**src/rtl/hier_call_responder.sv**
```systemverilog
// ---------------------------------------------------------------------------
// hier_call_responder
//
// Purpose:
//   Target end of the hierarchical function-call path. A caller issues
//   requests (function, instance index, argument, tag) on behalf of a set of
//   named sub-instances. Each instance owns a 32-bit ASCII name register and
//   a 32-bit parameter register. Every accepted request produces exactly one
//   response, queued in a small in-order FIFO. A sticky stop flag and a
//   saturating mismatch counter record failed CHECK_NAME calls.
//
// Handshake (both channels):
//   A transfer happens on a rising clk edge where valid && ready are both 1.
//   A source holds valid and its payload stable until the transfer. The
//   responder's req_ready never depends on req_valid. resp_ready is ignored
//   while resp_valid=0. Head outputs hold stable while resp_valid && !resp_ready.
//
// Ports:
//   clk          sole clock, posedge
//   reset_l      synchronous active-low reset
//   req_valid    request present
//   req_ready    responder accepts a request this cycle
//   req_func     0=GET_NAME 1=GET_PARAM 2=CHECK_NAME 3=SET_NAME 4=SET_PARAM
//   req_inst     target instance index
//   req_arg      compare value or write data
//   req_tag      opaque tag echoed in the response
//   resp_valid   response at FIFO head
//   resp_ready   consumer accepts the head response
//   resp_data    result value (0 on error)
//   resp_tag     tag of the answered request
//   resp_err     illegal function or out-of-range instance
//   stop_o       sticky flag, set by any CHECK_NAME mismatch
//   mismatch_cnt saturating count of CHECK_NAME mismatches
// ---------------------------------------------------------------------------
module hier_call_responder #(
  parameter int NUM_INST = 4,
  parameter int DEPTH    = 2,
  parameter int TAG_W    = 4
) (
  input  logic             clk,
  input  logic             reset_l,
  input  logic             req_valid,
  output logic             req_ready,
  input  logic [2:0]       req_func,
  input  logic [3:0]       req_inst,
  input  logic [31:0]      req_arg,
  input  logic [TAG_W-1:0] req_tag,
  output logic             resp_valid,
  input  logic             resp_ready,
  output logic [31:0]      resp_data,
  output logic [TAG_W-1:0] resp_tag,
  output logic             resp_err,
  output logic             stop_o,
  output logic [15:0]      mismatch_cnt
);

  localparam logic [2:0] FUNC_GET_NAME   = 3'd0;
  localparam logic [2:0] FUNC_GET_PARAM  = 3'd1;
  localparam logic [2:0] FUNC_CHECK_NAME = 3'd2;
  localparam logic [2:0] FUNC_SET_NAME   = 3'd3;
  localparam logic [2:0] FUNC_SET_PARAM  = 3'd4;

  localparam int         PTR_W      = $clog2(DEPTH);
  localparam int         CNT_W      = $clog2(DEPTH + 1);
  localparam logic [4:0] NUM_INST_L = 5'(NUM_INST);

  // Register files are sized for the full 4-bit index space so that any
  // req_inst value indexes legally; entries at or above NUM_INST are never
  // written and stay at their reset value.
  logic [31:0]      name_q   [16];
  logic [31:0]      param_q  [16];

  // Response FIFO storage and pointers.
  logic [31:0]      fifo_data_q [DEPTH];
  logic [TAG_W-1:0] fifo_tag_q  [DEPTH];
  logic             fifo_err_q  [DEPTH];
  logic [PTR_W-1:0] wr_ptr_q, wr_ptr_d;
  logic [PTR_W-1:0] rd_ptr_q, rd_ptr_d;
  logic [CNT_W-1:0] count_q,  count_d;

  logic             stop_q;
  logic [15:0]      mism_q;

  // Request decode.
  logic             inst_ok;
  logic             func_ok;
  logic             req_err;
  logic [31:0]      cur_name;
  logic [31:0]      cur_param;
  logic             name_match;
  logic [31:0]      result;
  logic             push;
  logic             pop;
  logic             do_set_name;
  logic             do_set_param;
  logic             do_mismatch;

  function automatic logic [PTR_W-1:0] ptr_inc(input logic [PTR_W-1:0] p);
    return (p == PTR_W'(DEPTH - 1)) ? '0 : p + PTR_W'(1);
  endfunction

  assign inst_ok    = ({1'b0, req_inst} < NUM_INST_L);
  assign func_ok    = (req_func <= FUNC_SET_PARAM);
  assign req_err    = !inst_ok || !func_ok;
  assign cur_name   = name_q[req_inst];
  assign cur_param  = param_q[req_inst];
  assign name_match = (req_arg == cur_name);

  // Result always reflects register state before the accepting edge, so the
  // SET_* functions return the old value.
  always_comb begin
    result = 32'h0;
    if (!req_err) begin
      case (req_func)
        FUNC_GET_NAME:   result = cur_name;
        FUNC_GET_PARAM:  result = cur_param;
        FUNC_CHECK_NAME: result = {31'b0, name_match};
        FUNC_SET_NAME:   result = cur_name;
        FUNC_SET_PARAM:  result = cur_param;
        default:         result = 32'h0;
      endcase
    end
  end

  assign resp_valid = (count_q != '0);
  assign pop        = resp_valid && resp_ready;
  // A full FIFO still accepts when the head leaves in the same cycle.
  assign req_ready  = reset_l && ((count_q < CNT_W'(DEPTH)) || pop);
  assign push       = req_valid && req_ready;

  assign do_set_name  = push && !req_err && (req_func == FUNC_SET_NAME);
  assign do_set_param = push && !req_err && (req_func == FUNC_SET_PARAM);
  assign do_mismatch  = push && !req_err && (req_func == FUNC_CHECK_NAME)
                        && !name_match;

  always_comb begin
    wr_ptr_d = push ? ptr_inc(wr_ptr_q) : wr_ptr_q;
    rd_ptr_d = pop  ? ptr_inc(rd_ptr_q) : rd_ptr_q;
    count_d  = count_q;
    case ({push, pop})
      2'b10:   count_d = count_q + CNT_W'(1);
      2'b01:   count_d = count_q - CNT_W'(1);
      default: count_d = count_q;
    endcase
  end

  // FIFO control and status.
  always_ff @(posedge clk) begin
    if (!reset_l) begin
      wr_ptr_q <= '0;
      rd_ptr_q <= '0;
      count_q  <= '0;
      stop_q   <= 1'b0;
      mism_q   <= 16'h0;
    end else begin
      wr_ptr_q <= wr_ptr_d;
      rd_ptr_q <= rd_ptr_d;
      count_q  <= count_d;
      if (do_mismatch) begin
        stop_q <= 1'b1;
        if (mism_q != 16'hFFFF) begin
          mism_q <= mism_q + 16'h1;
        end
      end
    end
  end

  // FIFO storage.
  always_ff @(posedge clk) begin
    if (!reset_l) begin
      for (int i = 0; i < DEPTH; i++) begin
        fifo_data_q[i] <= 32'h0;
        fifo_tag_q[i]  <= '0;
        fifo_err_q[i]  <= 1'b0;
      end
    end else if (push) begin
      fifo_data_q[wr_ptr_q] <= result;
      fifo_tag_q[wr_ptr_q]  <= req_tag;
      fifo_err_q[wr_ptr_q]  <= req_err;
    end
  end

  // Instance register files. Reset name is "m<digit>  ", param is the index.
  always_ff @(posedge clk) begin
    if (!reset_l) begin
      for (int i = 0; i < 16; i++) begin
        name_q[i]  <= {8'h6D, 8'(8'h30 + i), 8'h20, 8'h20};
        param_q[i] <= 32'(i);
      end
    end else begin
      if (do_set_name) begin
        name_q[req_inst] <= req_arg;
      end
      if (do_set_param) begin
        param_q[req_inst] <= req_arg;
      end
    end
  end

  // Head outputs read as zero while the FIFO is empty.
  assign resp_data    = resp_valid ? fifo_data_q[rd_ptr_q] : 32'h0;
  assign resp_tag     = resp_valid ? fifo_tag_q[rd_ptr_q]  : '0;
  assign resp_err     = resp_valid ? fifo_err_q[rd_ptr_q]  : 1'b0;
  assign stop_o       = stop_q;
  assign mismatch_cnt = mism_q;

endmodule

```
**config.mk**
```make
export PLATFORM = sky130hd
export DESIGN_NAME = hier_call_responder
export DESIGN_NICKNAME = d
export VERILOG_FILES = /design/src/rtl/hier_call_responder.sv
export SDC_FILE = /design/constraint.sdc
export NUM_CORES = 1
export LEC_CHECK = 0
export CAP_MARGIN = 20
export CORE_MARGIN = 3
export CORE_UTILIZATION = 50
export DETAILED_ROUTE_END_ITERATION = 8
export PLACE_DENSITY_LB_ADDON = 0.08
export SETUP_SLACK_MARGIN = 0.3
export SLEW_MARGIN = 20
export SYNTH_ARGS = -nofsm -noshare
export SYNTH_HDL_FRONTEND = slang
export SYNTH_SLANG_ARGS = --single-unit
```
**constraint.sdc**
```tcl
create_clock -name clk -period 7.3 [get_ports clk]
set_input_delay 1.095 -clock clk [delete_from_list [all_inputs] [get_ports clk]]
set_output_delay 1.095 -clock clk [all_outputs]
set_load 0.005 [all_outputs]
```
==> reports/qor.csv, run 1 <==
metric,value,unit
Clock Path Buffers,3,
Nets,3446,
Max Freq,0.2097,GHz
Via density,5.234,
Total Neg Setup Slack,0,ns
Core Area,0.09070,sq mm
Max Slew Vio Count,0,
DRT iter0 DRCs,2324,
worst clock skew,0.02728,ns
asr flop ratio synth,0,%
power share of the sequential group,52.4,%
first-pass GRT wire length,165400,microns
clock tree root buffer cell,clkbuf_16,
CP cell instances,"clkbuf_8, buf_4, mux4_2, a22oi_1, nand2_1, xor2_1, nor4_1, o2111ai_1, nor3_2, a22o_1, nor2b_1",
Sw Pwr,3340,uW
required time worst endpoint,7.83,ns
Placer Congestion,0.8392,
final setup violation count,0,
critical path start-end classification,in -> reg,
register bit total from synthesis,1120,
Tightest Pin Transition,1.142,ns
Avg WL per Cell,23.91,microns
register area,0.03340,sq mm
Routed Antenna Nets,0,
crit share post-route,65.33,%
hold_buf cts,0,
Comb pwr share,9.6,%
area of the die,0.09592,sq mm
Slowest cell on crit path,buf_4,
crit-path max cell delay,0.63,ns
IO Count,103,
Initial Utilization,50.85,%
final wirelength,111700,microns
critical-path maximum fanout,82,
P&R area growth vs syn,19.11,%
gr usage total,23.97,%
clock share of power,38.1,%
crit end category,register,
"EDFF count, synth",1096,
Die H,309.7,microns
TritonCTS buffer count,113,
# Post-CTS Setup Buffers,0,
outcome,"complete, no violations",
leak pwr,0.02005,uW
CTS tree,built,
crit start category,input pin,
"Reg clk slew, reported paths",0.06,ns
post-DP HPWL,68260,microns
"Power, Total",14650,uW
Avg Inst Size Synth,18.38,sq um
synthesized area,0.04612,sq mm
global-route congestion overflow total,0,
H-Tree Depth,3,
internal power,11310,uW
IO buf count,102,
Mapped Cells,2509,
TritonRoute pass-1 iters,5,
dominant synthesized flop cell,edfxtp_1,
register area share after synthesis,72.40,%
DRC viols,0,
distinct cell type count after synthesis,58,
switch share,22.79,%
ratio of cells with drive above 1 in the final layout,15.23,%
via count,24440,
FP Rows,110,
maximum VDD drop,0.0001932,V
fillers,6813,
MaxCap Viol Count,0,
CP arrival,5.30,ns
vias in the first global route,25100,
Tmin final,4.769,ns
area of the multi-input gates,0.01471,sq mm
PD cells,266.7,mW/mm^2
post_cts resized,0,
"Hold Violations, Final",0,
synth warn,0,
clock sinks,1120,
latest clock arrival within the worst-skew pair,0.70,ns
RSZ-0062 raised after global routing,no,
worst min path class,reg -> reg,
Worst slew margin,23.84,%
Die X-Extent,309.7,microns
antenna violations before repair,0,
largest net degree at the start of global routing,103,
hold_ws,0.4444,ns
[synthesized netlist by cell type, drive strengths merged (10+ instances only)]
cell    instances  area, sq um
mux2i         125         1264
xor2           29        254.0
buf            71        420.4
or3            41        256.5
a21oi          23        115.1
and2          217         1358
edfxtp       1096        32910
dfxtp          24        480.5
o22ai          22        137.6
a22o           16        140.1
inv            61        229.0
nand3          12        60.06
o31ai          10        80.07
nand2b         23        143.9
xnor2          18        157.7
or4            10        75.07
a22oi          17        127.6
nor3           16        85.08
nand2          76        285.3
nor2          136        510.5
clkbuf         92        345.3
nor4           11        68.82
nor2b          14        87.58
o21ai          32        160.2
mux4          261         5878
[worst max-delay path: cells and delay by family]
family                 cells  cell delay [ns]
AND/OR/NAND/NOR            4             1.42
buffers and inverters      2             1.25
AO/OA/AOI/OAI              3             0.90
multiplexers               1             0.40
XOR/XNOR                   1             0.16
[layer usage]
| layer | up-vias | wire [microns] | GRT usage, % |
|---|---|---|---|
| met5 | - | 0 | 0 |
| met4 | 0 | 2888 | 7.118 |
| met2 | 858 | 54370 | 39.12 |
| met1 | 12530 | 46750 | 34.21 |
| li1 | 10880 | - | - |
| met3 | 168 | 7653 | 3.181 |
[layout by cell type, fill, tap and decap left out, drive strengths merged, types with 23 or more instances in the layout]
cell           count
dfxtp             24
clkdlybuf4s50     97
clkbuf           150
nand2b            23
buf               72
mux4             261
nand2             76
a21oi             23
edfxtp          1096
inv               68
o21ai             32
mux2i            125
clkinv            46
conb             768
or3               41
xor2              29
nor2             136
and2             217
[per-stage QoR]
stage	area, sq um	util, %	worst slack, ns	instances
3_5_place_dp	51370	56.64	1.875	4458
3_3_place_gp	51370	56.64	1.800	4458
2_1_floorplan	48990	-	1.649	3275
4_1_cts	54930	60.56	2.593	4669
6_report	54930	60.57	2.531	4670
5_1_grt	54930	60.56	2.305	4669
[cell families after synthesis]
| logic type | count (synthesis) | share of synthesized area [%] |
|---|---|---|
| fa+ha+maj | 2 | 0.05425 |
| mux | 395 | 15.71 |
| xor+xnor | 47 | 0.8926 |
| buf+inv | 225 | 2.165 |
| compound gates | 147 | 2.187 |
| simple gates | 571 | 6.576 |
| other cells | 2 | 0.01628 |
| flops | 1120 | 72.40 |
[cell type report]
class,instances,area share (%)
tap,1176,2.679
sequential,1120,60.79
clock buffer,149,5.521
inverter,62,0.4237
antenna,1,0.004555
clock inverter,62,0.9566
multi-input combinational,1930,26.78
timing repair buffer,170,2.845
[power groups by stage]
stage | logic [uW] | clock network (uW) | registers [uW]
global route | 1520 | 5960 | 7710
floorplan | 886 | 0 | 7730
CTS | 1410 | 5700 | 7680
global placement | 1410 | 0 | 7780
detailed placement | 1410 | 0 | 7810
finish | 1400 | 5580 | 7670
[registers in the layout, summed over array words and instances (netlist names), named ones only]
register,count
name_q,512
fifo_data_q,64
mismatch_cnt,16
wr_ptr_q,1
rd_ptr_q,1
param_q,512
fifo_err_q,2
stop_o,1
count_q,2
fifo_tag_q,8
[final timing paths]
path,start,endpoint,slack (ns),depth (start not counted)
worst max-delay path,req_inst[3],fifo_data_q[1][0],2.53,11
worst min register to register,stop_o,stop_o,0.44,2
worst min-delay path,stop_o,stop_o,0.44,2
worst max register to register,name_q[12][20],fifo_data_q[1][0],3.60,9
Power figures use the tool's default switching activity.
==> inputs of run 2 (changes only) <==
Clock period 7.3 ns to 4.15 ns, I/O delays scaled along.
==> reports/qor.csv, run 2 (same netlist as run 1, synthesis figures left out) <==
metric,value,unit
MaxCap Viol Count,0,
TritonRoute pass-1 iters,5,
"Hold Violations, Final",0,
area of the die,0.09592,sq mm
P&R area growth vs syn,21.06,%
CP cell instances,"buf_8, buf_12, buf_12, mux4_2, o22ai_1, nor2_1, xor2_1, nor4_2, nand4_1, o31ai_2, buf_4, nor2_1, mux2i_1",
Max Freq,0.2843,GHz
pre-CTS worst setup slack,-0.2096,ns
Routed Antenna Nets,0,
Total Neg Setup Slack,0,ns
ratio of cells with drive above 1 in the final layout,17.13,%
Final Cell Area,0.05583,sq mm
"Power, Total",26070,uW
vias in the first global route,25740,
crit start category,input pin,
Clock Path Buffers,3,
required time worst endpoint,4.71,ns
DR top layer,met5,
PD cells,466.9,mW/mm^2
Largest regs,"name_q x512, param_q x512, fifo_data_q x64",
final wirelength,113400,microns
Tmin final,3.518,ns
Die H,309.7,microns
Placer Congestion,0.8378,
DRT iter0 DRCs,2205,
first-pass GRT wire length,166700,microns
final setup violation count,0,
RSZ-0062 raised after global routing,no,
critical-path maximum fanout,25,
antenna violations before repair,7,
latest clock arrival within the worst-skew pair,0.70,ns
crit end category,register,
Worst slew margin,25.64,%
global-route congestion overflow total,0,
Die X-Extent,309.7,microns
Max Slew Vio Count,0,
worst clock skew,0.02782,ns
clock tree root buffer cell,clkbuf_16,
met3 wire length,7947,microns
Nets,3532,
IO buf count,102,
TritonCTS buffer count,115,
maximum VDD drop,0.0003619,V
"Reg clk slew, reported paths",0.06,ns
Core Area,0.09070,sq mm
hold_ws,0.4448,ns
Avg WL per Cell,23.83,microns
Initial Utilization,50.85,%
WP buf/inv,4,
leak pwr,0.02054,uW
H-Tree Depth,3,
crit share post-route,84.77,%
CTS tree,built,
crit-path max cell delay,0.53,ns
via count,24780,
CP arrival,4.08,ns
M1 WL,46290,microns
worst min path class,reg -> reg,
"commonest non-fill, non-tap cell in the layout",edfxtp_1,
crit-path leading delay family,buffers and inverters,
hold_buf cts,0,
FP Rows,110,
DRC viols,0,
outcome,"complete, no violations",
Area after DPL,0.05217,sq mm
clock sinks,1120,
met2 wire length,55390,microns
setup ws final,0.6321,ns
post-DP HPWL,74070,microns
critical path start-end classification,in -> reg,
most frequent cells in the layout,"edfxtp_1, conb_1, mux4_2",
Slowest cell on crit path,mux4_2,
Tightest Pin Transition,1.115,ns
largest net degree at the start of global routing,53,
IO Count,103,
gr usage total,24.23,%
Via density,5.209,
## run 2: changes by cell type in the layout (fill, tap and decap cells not counted), moves of 5 or more
cell       previous run  this run
buf_12                2        16
clkbuf_16           113       119
buf_4                67       137
inv_6                 6         0
clkinv_1             23        35
clkbuf_8              8         0
clkinv_2             23        18
## run 2: cell type report
cell class                      count  area, sq um
Timing Repair Buffer              254         2366
Inverter                           62        232.7
Clock inverter                     69        574.3
Multi-Input combinational cell   1930        14720
Clock buffer                      144         3072
Tap cell                         1176         1471
Fill cell                        6731        34870
Sequential cell                  1120        33390
Antenna cell                        2        5.005
## run 2: worst reg2reg max path, cell delays in order (launching register included)
cell and delay [ns]:
edfxtp_1 0.35, mux4_2 0.48, a22o_1 0.27, a221oi_2 0.41, xnor2_1 0.12, buf_4 0.18, nor4_2 0.36, nand4_1 0.24
o31ai_2 0.38, buf_4 0.30, nor2_1 0.12, mux2i_1 0.13
## run 2: what timing repair did
item | in CTS | in global routing
gates resized for setup | 0 | 2
setup endpoints to repair | 0 | 18
buffers inserted | 0 | 0
## run 2: path summary, 6_finish.rpt
kind                   from               to  slack, ns  cells after the start
max             req_inst[1]  mismatch_cnt[0]       0.63                     13
min                  stop_o           stop_o       0.44                      2
max reg2reg  name_q[11][18]  mismatch_cnt[0]       0.68                     11
min reg2reg          stop_o           stop_o       0.44                      2
## run 2: stage by stage
stage | std cells | utilization (%)
floorplan | 3275 | -
global placement | 4542 | 57.52
detailed placement | 4542 | 57.52
CTS | 4755 | 61.54
global route | 4756 | 61.56
finish | 4757 | 61.56
## run 2: power by group
group / internal, uW / leakage, uW / total (uW) / switching (uW)
combinational: 1120 / 0.00779 / 2660 / 1540
clock: 5770 / 0.00177 / 9980 / 4210
sequential: 13200 / 0.0110 / 13400 / 194
## run 2: metal layers
layer | global-route usage (%) | up-vias
met5 | 0 | -
met4 | 8.499 | 6
met3 | 4.744 | 184
met2 | 39.56 | 798
met1 | 32.94 | 12720
li1 | - | 11070
==> inputs of run 3 (changes only) <==
Clock period 4.15 ns to 3.6 ns, I/O delays scaled along.
==> reports/qor.csv, run 3 (same netlist as run 1, synthesis figures left out) <==
metric,value,unit
outcome,"complete, no violations",
fillers,6665,
CP cell instances,"mux4_2, mux2i_4, xnor2_2, or4b_4, a211oi_4, o2111ai_2, buf_6, o31ai_4, buf_6, buf_6, or4_4, a21oi_2",
most frequent cells in the layout,"edfxtp_1, conb_1, mux4_2",
Die X-Extent,309.7,microns
post-DP HPWL,76110,microns
Area after DPL,0.05297,sq mm
ratio of cells with drive above 1 in the final layout,19.95,%
R2R Setup Slk,0.31,ns
crit-path max cell delay,0.54,ns
register area,0.03339,sq mm
Tmin final,3.285,ns
crit-path leading delay family,multiplexers,
first-pass GRT wire length,170600,microns
latest clock arrival within the worst-skew pair,0.68,ns
Via density,5.207,
via count,25210,
MaxCap Viol Count,0,
CP arrival,3.81,ns
worst min path class,reg -> reg,
Slowest cell on crit path,or4b_4,
WP buf/inv,3,
crit share post-route,91.26,%
pre-CTS worst setup slack,-1.026,ns
Routed Antenna Nets,0,
CTS tree,built,
DRT iter0 DRCs,2422,
Clock Path Buffers,3,
clock sinks,1120,
FF-to-FF Start,name_q[2][27],
RR Endpoint,mismatch_cnt[9],
IO Count,103,
Largest regs,"name_q x512, param_q x512, fifo_data_q x64",
IO buf count,102,
TritonRoute pass-1 iters,6,
Initial Utilization,50.85,%
FP Rows,110,
worst r2r path cells,12,
critical path start-end classification,reg -> reg,
gr usage total,24.76,%
critical-path maximum fanout,6,
Nets,3617,
required time worst endpoint,4.13,ns
area of the multi-input gates,0.01488,sq mm
global-route congestion overflow total,0,
Finished Layout Cells,4841,
PD cells,536.3,mW/mm^2
crit end category,register,
worst clock skew,0.02544,ns
largest net degree at the start of global routing,81,
hold_buf cts,0,
setup ws final,0.3146,ns
area of the die,0.09592,sq mm
Placer Congestion,0.8769,
"commonest non-fill, non-tap cell in the layout",edfxtp_1,
maximum VDD drop,0.0004495,V
"Endpoint, Worst Hold",stop_o,
leak pwr,0.02116,uW
hold path depth,2,
"Hold Violations, Final",0,
placed insts,4621,
Worst slew margin,41.15,%
DRC viols,0,
"Reg clk slew, reported paths",0.06,ns
antenna violations before repair,6,
Most Frequent Cell on Critical Path,buf_6,
final wirelength,115300,microns
Core Area,0.09070,sq mm
TritonCTS buffer count,114,
Die H,309.7,microns
Final Cell Area,0.05697,sq mm
Tightest Pin Transition,0.8827,ns
P&R area growth vs syn,23.53,%
Max Slew Vio Count,0,
critical hold path startpoint,stop_o,
final setup violation count,0,
vias in the first global route,26390,
H-Tree Depth,3,
Max Freq,0.3044,GHz
"Power, Total",30550,uW
RSZ-0062 raised after global routing,yes,
clock tree root buffer cell,clkbuf_16,
Avg WL per Cell,23.81,microns
crit start category,register,
## run 3: changes by cell type in the layout (fill, tap and decap cells not counted), moves of 3 or more
| cell | before | now |
|---|---|---|
| clkbuf_8 | 0 | 5 |
| a21oi_2 | 1 | 7 |
| a21oi_1 | 22 | 16 |
| buf_6 | 1 | 7 |
| or4_4 | 0 | 5 |
| clkbuf_1 | 25 | 21 |
| or4_1 | 10 | 5 |
| buf_4 | 137 | 201 |
| bufinv_16 | 9 | 12 |
| clkinv_2 | 18 | 26 |
| clkinv_1 | 35 | 25 |
| buf_12 | 16 | 32 |
## run 3: how the worst max path moves through the flow
stage | from | depth (start not counted) | end | slack [ns]
2_1_floorplan | req_inst[3] | 8 | param_q[3][0] | -0.20
3_3_place_gp | req_inst[1] | 13 | mismatch_cnt[5] | -1.08
3_5_place_dp | req_inst[1] | 13 | mismatch_cnt[5] | -1.03
4_1_cts | name_q[2][27] | 12 | mismatch_cnt[6] | 0.24
5_1_grt | name_q[11][18] | 12 | mismatch_cnt[4] | 0.18
6_report | name_q[2][27] | 12 | mismatch_cnt[9] | 0.31
## run 3: stage by stage
step	hold WS [ns]	setup TNS [ns]	util [%]
5_1_grt	0.4836	0	62.81
3_5_place_dp	0.4460	-18.24	58.40
2_1_floorplan	0.4421	-12.65	-
4_1_cts	0.4552	0	62.69
6_report	0.4512	0	62.81
3_3_place_gp	0.4416	-19.10	58.40
## run 3: timing repair
action / in CTS / in global routing
buffers inserted: 2 / 2
setup endpoints to repair: 19 / 18
cloned: 3 / 0
pin swaps: 18 / 17
gates resized for setup: 22 / 16
## run 3: where the power goes
group	total (uW)	internal [uW]	switching, uW
Sequential	15500	15300	273
Combinational	3220	1430	1790
Clock	11800	6990	4810
## run 3: layer usage
| metal | routed length (microns) | up-vias | global-route usage [%] |
|---|---|---|---|
| met5 | 13 | - | 0 |
| met4 | 3340 | 2 | 7.891 |
| met3 | 7786 | 187 | 4.314 |
| met2 | 55980 | 861 | 40.36 |
| met1 | 48150 | 12910 | 34.44 |
| li1 | - | 11240 | - |
## run 3: final cells by class
type | count | area share, %
repair buffers | 340 | 5.677
clock inverters | 66 | 1.067
well taps | 1176 | 2.583
multi-input cells | 1930 | 26.12
inverters | 62 | 0.4085
diodes | 1 | 0.004392
clock buffers | 146 | 5.530
flip-flops and latches | 1120 | 58.61
## run 3: tightest hold or removal path: stages, from the launching register on
cell and delay [ns]:
dfxtp_1 0.31, inv_1 0.05, a21oi_1 0.05
